<file path="src/rtl/serial_addsub.sv">
// Digit-serial add/subtract: NPASS=WIDTH/DIGIT cycles per op, result held in DONE until out_ready.
// Optional signed-overflow output enabled by defining SERIAL_ADDSUB_OVF_EN.
module serial_addsub #(
  parameter int WIDTH = 8,
  parameter int DIGIT = 1
) (
  input  logic             clk,
  input  logic             rst_n,
  input  logic             in_valid,
  output logic             in_ready,
  input  logic [WIDTH-1:0] a,
  input  logic [WIDTH-1:0] b,
  input  logic             sub,
  output logic             out_valid,
  input  logic             out_ready,
  output logic [WIDTH:0]   sum
`ifdef SERIAL_ADDSUB_OVF_EN
  ,
  output logic             ovf
`endif
);

  localparam int NPASS = WIDTH / DIGIT;
  localparam int CW    = (NPASS > 1) ? $clog2(NPASS) : 1;
  localparam logic [CW-1:0] LAST = CW'(NPASS - 1);

  typedef enum logic [1:0] {IDLE, RUN, DONE} state_t;

  state_t           state;
  logic [WIDTH-1:0] a_r;
  logic [WIDTH-1:0] b_r;
  logic [WIDTH-1:0] res;
  logic             carry;
  logic [CW-1:0]    cnt;

  logic [DIGIT-1:0] da;
  logic [DIGIT-1:0] db;
  logic [DIGIT-1:0] dsum;
  logic [DIGIT:0]   c;
  logic [WIDTH-1:0] res_nxt;

  // One DIGIT-wide ripple slice; c[DIGIT-1] is the carry into the digit's top bit.
  always_comb begin
    da      = a_r[cnt*DIGIT +: DIGIT];
    db      = b_r[cnt*DIGIT +: DIGIT];
    dsum    = '0;
    c       = '0;
    c[0]    = carry;
    for (int i = 0; i < DIGIT; i++) begin
      dsum[i]  = da[i] ^ db[i] ^ c[i];
      c[i+1]   = (da[i] & db[i]) | (c[i] & (da[i] ^ db[i]));
    end
    res_nxt = res;
    res_nxt[cnt*DIGIT +: DIGIT] = dsum;
  end

  always_ff @(posedge clk) begin
    if (!rst_n) begin
      state     <= IDLE;
      in_ready  <= 1'b1;
      out_valid <= 1'b0;
      sum       <= '0;
      carry     <= 1'b0;
      cnt       <= '0;
      a_r       <= '0;
      b_r       <= '0;
      res       <= '0;
`ifdef SERIAL_ADDSUB_OVF_EN
      ovf       <= 1'b0;
`endif
    end else begin
      case (state)
        IDLE: begin
          if (in_valid && in_ready) begin
            // Subtract as A + ~B + 1: the +1 enters through the initial carry.
            a_r      <= a;
            b_r      <= sub ? ~b : b;
            carry    <= sub;
            cnt      <= '0;
            res      <= '0;
            in_ready <= 1'b0;
            state    <= RUN;
          end
        end
        RUN: begin
          carry <= c[DIGIT];
          res   <= res_nxt;
          if (cnt == LAST) begin
            sum       <= {c[DIGIT], res_nxt};
`ifdef SERIAL_ADDSUB_OVF_EN
            ovf       <= c[DIGIT] ^ c[DIGIT-1];
`endif
            out_valid <= 1'b1;
            state     <= DONE;
          end else begin
            cnt <= cnt + CW'(1);
          end
        end
        DONE: begin
          if (out_ready) begin
            out_valid <= 1'b0;
            in_ready  <= 1'b1;
`ifdef SERIAL_ADDSUB_OVF_EN
            ovf       <= 1'b0;
`endif
            state     <= IDLE;
          end
        end
        default: begin
          state <= IDLE;
        end
      endcase
    end
  end

endmodule

</file>
<file path="config.mk">
export PLATFORM = sky130hd
export DESIGN_NAME = serial_addsub
export DESIGN_NICKNAME = d
export VERILOG_FILES = /design/src/rtl/serial_addsub.sv
export SDC_FILE = /design/constraint.sdc
export NUM_CORES = 1
export LEC_CHECK = 0
export CORE_MARGIN = 2
export CORE_UTILIZATION = 40
export DETAILED_ROUTE_END_ITERATION = 8
export PLACE_DENSITY = 0.76
export SLEW_MARGIN = 15
export SYNTH_ARGS = -nofsm -noshare
export SYNTH_HDL_FRONTEND = slang
export SYNTH_SLANG_ARGS = --single-unit
</file>
<file path="constraint.sdc">
create_clock -name clk -period 2.8 [get_ports clk]
set_clock_uncertainty 0.2 [all_clocks]
set_input_delay 0.42 -clock clk [delete_from_list [all_inputs] [get_ports clk]]
set_output_delay 0.42 -clock clk [all_outputs]
set_load 0.005 [all_outputs]
</file>
* Word-level counts from Yosys, hierarchy flattened
Cells that the tools add are included.
Word-level totals: word-level logic and storage cells 59, output and inout bits 11, flip-flop bits (word level) 41
Cells by class: bitwise gates (word level) 6, shifts and indexed selects 4, add/sub/neg operators 2, reductions and logical operators 12, eq/ne operators 7, muxes and demuxes 19
Operator list (count):
- negator 3 -> 34 bit | 1
- variable shift 1 x 34 -> 8 bit (first input constant) | 1
- indexed part select 1 x 34 -> 8 bit | 1
- 2-to-1 mux 8 bit | 2
- one-hot mux 8 bit (2 select lines) | 1
- indexed part select 8 x 4 -> 1 bit | 2
- AND reduction 3 bit | 4
- bitwise mux 8 bit | 1
- inequality test 2 bit (second input constant) | 4
- inverter 8 bit | 1
- 2-to-1 mux 2 bit | 3
- 2-to-1 mux 3 bit | 2
- one-hot mux 1 bit (2 select lines) | 3
- one-hot mux 2 bit (3 select lines) | 1
- one-hot mux 3 bit (2 select lines) | 1
- AND reduction 2 bit | 3
- nonzero test 2 bit | 3
- 2-to-1 mux 1 bit | 5
- adder 3 x 1 -> 3 bit (second input constant) | 1
- == test 3 bit (second input constant) | 1
- bitwise AND 1 bit | 2
- == test 2 x 1 -> 1 bit (second input constant) | 1
- == test 2 bit (second input constant) | 1
- zero test 2 bit | 1
- other kinds (3) | 4

* Depth between registers and ports, before layout
depth after elaboration 6, mapped depth 9

* Worst setup path before layout
OpenSTA, ideal clock, no wires.
kind reg2reg, from register cnt[0], to register sum[0], data arrival time 2.519 ns, slack 0.020 ns, clock period less this slack 2.780 ns, stages on the path, launching flop included 8, library setup time 0.060 ns, data required time 2.540 ns, cell sequence dfxtp_1 buf_6 mux4_2 mux2i_1 fa_1 or3b_1 nor4b_2 a311o_1
On the way: longest elaborated chain between the ends 5, elaborated cells between the ends (all ways) 10, those cells by class add/sub (1); eq/ne (1); shift (4); mux (1); bitwise (2); reduce/logical (1)
Ends and longest elaborated chain:
- from (decl) | RTL line 34 | logic [CW-1:0] cnt;
- from (signal assigned) | RTL line 96 | cnt <= cnt + CW'(1);
- indexed part select 8 x 4 -> 1 bit (on tied branches) | RTL line 44, 45
- bitwise XOR 1 bit (2 in series) | RTL line 50 | dsum[i] = da[i] ^ db[i] ^ c[i];
- indexed part select 1 x 34 -> 8 bit | RTL line 54 | res_nxt[cnt*DIGIT +: DIGIT] = dsum;
- bitwise mux 8 bit | RTL line 54
- to (signal assigned) | RTL line 89 | sum <= {c[DIGIT], res_nxt};
- to (decl) | RTL line 16 | output logic [WIDTH:0] sum
Several ways; a longest one is shown, not always the timed one. A chain may end at the register's enable or synchronous reset.

* Worst setup path in the final report
Ends and elaborated chain as after synthesis.

==> results list <==
- Max-cap violations in this run came to 0.
* Placement Rows: 27
- Launching point of the worst reg2reg path: cnt[0]
* End of the worst register-to-register path: sum[0]
- Number of sinks driven by the clock tree: 41
- The number of antenna diodes in the final layout is 0.
- Clock-pin slew was measured on the worst setup and hold paths at roughly 80 ps.
* Largest driver fanout on the critical path: 5
- The synthesized netlist occupies a cell area of roughly 2200 µm².
- Sequential elements use 36.5% of the synthesized area.
- In the routed design, unresolved DRC markers number 0.
- WP depth: 6
- Maximum vdd ir drop: approximately 0.22 mV
- Post-layout utilization of the core: approximately half
- Critical Path Start Type: flip-flop
- The floorplan step defined a core boundary enclosing about 5500 µm².
* Proportion of synthesized flip-flops having asynchronous set or reset: 0%
- Area Growth Syn to Fin: 19.9%
- The final hold violation count came to 0.
* Net Sw Power: 0.337 mW
- The worst setup path is of the flip-flop to flip-flop kind.
* Synth Warn #: 0
- STA classifies the critical path endpoint as a flip-flop.
* Highest cell delay on the worst timing path: a little over 500 ps
- Routability-driven placement congestion ratio: 0.828
* Kind of cell adding the most delay to the critical path: multiplexers
- Post-DP HPWL: 3240 µm
- Detailed routing inserted a total of roughly 1900 vias.
* Nets: about 310
- Fmax: roughly 380 MHz
- Setup repair after global routing left no endpoint under its margin.
- Cell type with the largest total area after synthesis: sky130_fd_sc_hd__dfxtp_1
- Minimum clock period: ~2700 ps
* Setup violation total in the final timing report: 0
* Number of port buffers: 31
- Die outline area: approximately 6200 µm²
* Share of layout cells above drive strength 1: a little under an eighth
- #FFs+latches synth: 41
* Max-Slew Margin vs Limit: around 64%
- Drt pass-1 iters: 5
* Pwr dens: 458 nW/µm²
* Skew-Pair Late Insertion Delay: roughly 290 ps
- For flop-to-flop paths, the worst setup slack is between 100 and 150 ps.
- Bufs and invs on worst path: 0
- In the global route stage, overall resource usage came out at 15.5%.
* Top-level I/O count: 32
- Cell-by-cell listing of the critical path: mux4_2 -> mux2i_1 -> fa_1 -> or3b_4 -> nor4b_2 -> a311o_1
* Die Width: 79.0 µm
- First-pass GRT wire length: roughly 7700 µm
- The commonest cells after synthesis are 41 x sky130_fd_sc_hd__dfxtp_1, 29 x sky130_fd_sc_hd__nand2_1, 18 x sky130_fd_sc_hd__nand3_1.
- CTS built an H-tree with a depth of 2.
* Slowest stage cell, crit path: sky130_fd_sc_hd__mux4_2
- Cell at the root of the clock tree: sky130_fd_sc_hd__clkbuf_8
- Count leader, synth: sky130_fd_sc_hd__dfxtp_1
* Reg2Reg Depth: 6
- In the finished design, the share of the clock period the worst path needs comes to a little over nine tenths.
- The number of different library cells used by synthesis comes to between 40 and 50.
- In the synthesized netlist the dominant register cell turns out to be sky130_fd_sc_hd__dfxtp_1.
- Status: complete, no violations
* Via count of the first global-routing pass: 1676
* Part of the total power dissipated in sequential elements: around 51%
- Mean area per synthesized cell: approximately 9 µm²
- Area share of the largest cell type after synthesis: 36.5%
* Y dimension of the die: roughly 80 µm
- Clock Tree Buf Depth: 2
- Via/cell ratio: 5.36
- For the worst setup path, the data arrival time is ~2700 ps.
- Overall power consumption after layout is estimated at approximately 1.2 mW.
- Top post-synthesis cells by area: sky130_fd_sc_hd__dfxtp_1 36%, sky130_fd_sc_hd__nand2_1 4.8%, sky130_fd_sc_hd__nand3_1 4.0%
* Switching Fraction: a little over a quarter
- For this design the static power due to leakage is ~0.96 nW.
- After filler insertion, the fill cell instance count of the layout stands at roughly 530.
- Combinational share of power: between 10% and 20%
* Total detailed-routing wirelength: between 4000 and 5000 µm
- Capturing element of the worst setup path: sum[0]
- When the netlist entered floorplanning its net count stood at 280.
- In this run the post-CTS setup repair buffer count came out at 0.
- Routed WL per cell: approximately 13 µm
* Post-synth EDFFs: 0
* TritonCTS clock tree: done
- For this run the aggregate overflow at the end of global routing stands at 0.
* Worst Hold Class: flip-flop to flip-flop
* Remaining antenna violation count: 0
- Once the floorplan was initialized, standard cells occupied roughly two fifths of the core.
- Entering global routing, the biggest net connects 26 pins.
* Clk network pwr share: 29.9%
- Internal portion of total power: between 0.8 and 0.9 mW
* Initial antenna violation count: 0
- In the final timing run, aggregate negative setup slack is 0 ps.
- Hold repair after CTS inserted 0 buffers.
- Worst Path Required: ~2800 ps
* Timing startpoint of the critical path: cnt[0]
- Number of buffers inserted during clock tree synthesis: 5
- Cells after synthesis: 251
* Pins Over Slew Limit: 0
- At the pin with the least slew margin, the transition time is 542 ps.
- DRT iter0 DRCs: 90
## worst min path at each step
stage | endpoint | cells past startpoint | from
floorplan | a_r[2] | 2 | a_r[2]
global placement | a_r[6] | 2 | a_r[6]
detailed placement | a_r[4] | 2 | a_r[4]
CTS | a_r[4] | 2 | a_r[4]
global route | a_r[4] | 2 | a_r[4]
finish | a_r[4] | 2 | a_r[4]
## power groups by stage
stage	clock network, mW	logic (mW)	registers (mW)
after CTS	0.378	0.236	0.629
after global routing	0.407	0.262	0.632
final	0.370	0.238	0.629
after floorplan	0	0.175	0.633
after detailed placement	0	0.235	0.642
after global placement	0	0.231	0.641
## per-layer routing
| layer | GRT usage (%) | up-vias | share of wire [%] |
|---|---|---|---|
| met5 | 0 | - | 0 |
| met4 | 4.66 | 0 | 1.3 |
| met3 | 3.86 | 5 | 4.2 |
| met2 | 26.6 | 37 | 48 |
| met1 | 19.2 | 855 | 47 |
| li1 | - | 983 | - |
## sequential cells by signal (all words and copies together) (netlist names)
register,count
sum,9
a_r,8
out_valid,1
b_r,8
carry,1
state,2
res,8
in_ready,1
cnt,3
## layout by cell type (no fill, tap or decap), drive strengths merged, types with 2 or more instances in the layout
cell	Yosys	routed
xnor2	8	8
buf	13	10
a31oi	10	10
ha	7	7
o311a	3	3
a311o	2	2
nand2b	2	2
nor2b	6	6
o311ai	6	6
clkdlybuf4s50	0	31
nor2	10	10
nand3	18	18
mux2i	4	4
a211oi	11	11
clkbuf	8	8
and4bb	2	2
nor4b	6	6
nor3	2	2
a21oi	16	16
nand4	12	12
mux4	4	4
inv	9	9
nand2	29	29
o21ai	8	8
or3b	2	2
o31ai	3	3
dfxtp	41	41
## kinds of logic after synthesis
logic type | share of synthesized area (%)
compound gates | 17.7
fa+ha+maj | 4.78
flops | 36.5
xor+xnor | 3.11
buf+inv | 6.67
mux | 5.78
simple gates | 25.4
## final cells by class
class	instances	area, µm²	area share (%)
tap	72	90.1	3.34
clock buffer	8	80.1	2.97
multi-input combinational	179	1280	47.5
inverter	10	37.5	1.39
sequential	41	822	30.5
timing repair buffer	41	385	14.3
## tightest hold or removal path: cells and delay by family (launching register included)
family,cells,cell delay (ps)
and+or+nand+nor,1,50
DFF,1,310
AOI/OAI and AO/OA,1,50
## timing repair
item | in CTS | in global routing
endpoints found under the setup margin | 2 | 1
hold endpoints to repair | 0 | 0
resized for setup | 1 | 1
## stage by stage
stage	instances	setup WS [ps]	cell area, µm²	hold WS (ps)
after floorplan	251	20.4	2250	233
final	351	136	2700	260
after global placement	343	63.0	2610	245
after detailed placement	343	-5.98	2610	251
after CTS	351	87.5	2690	261
after global routing	351	22.0	2700	283
Power figures use the tool's default switching activity.
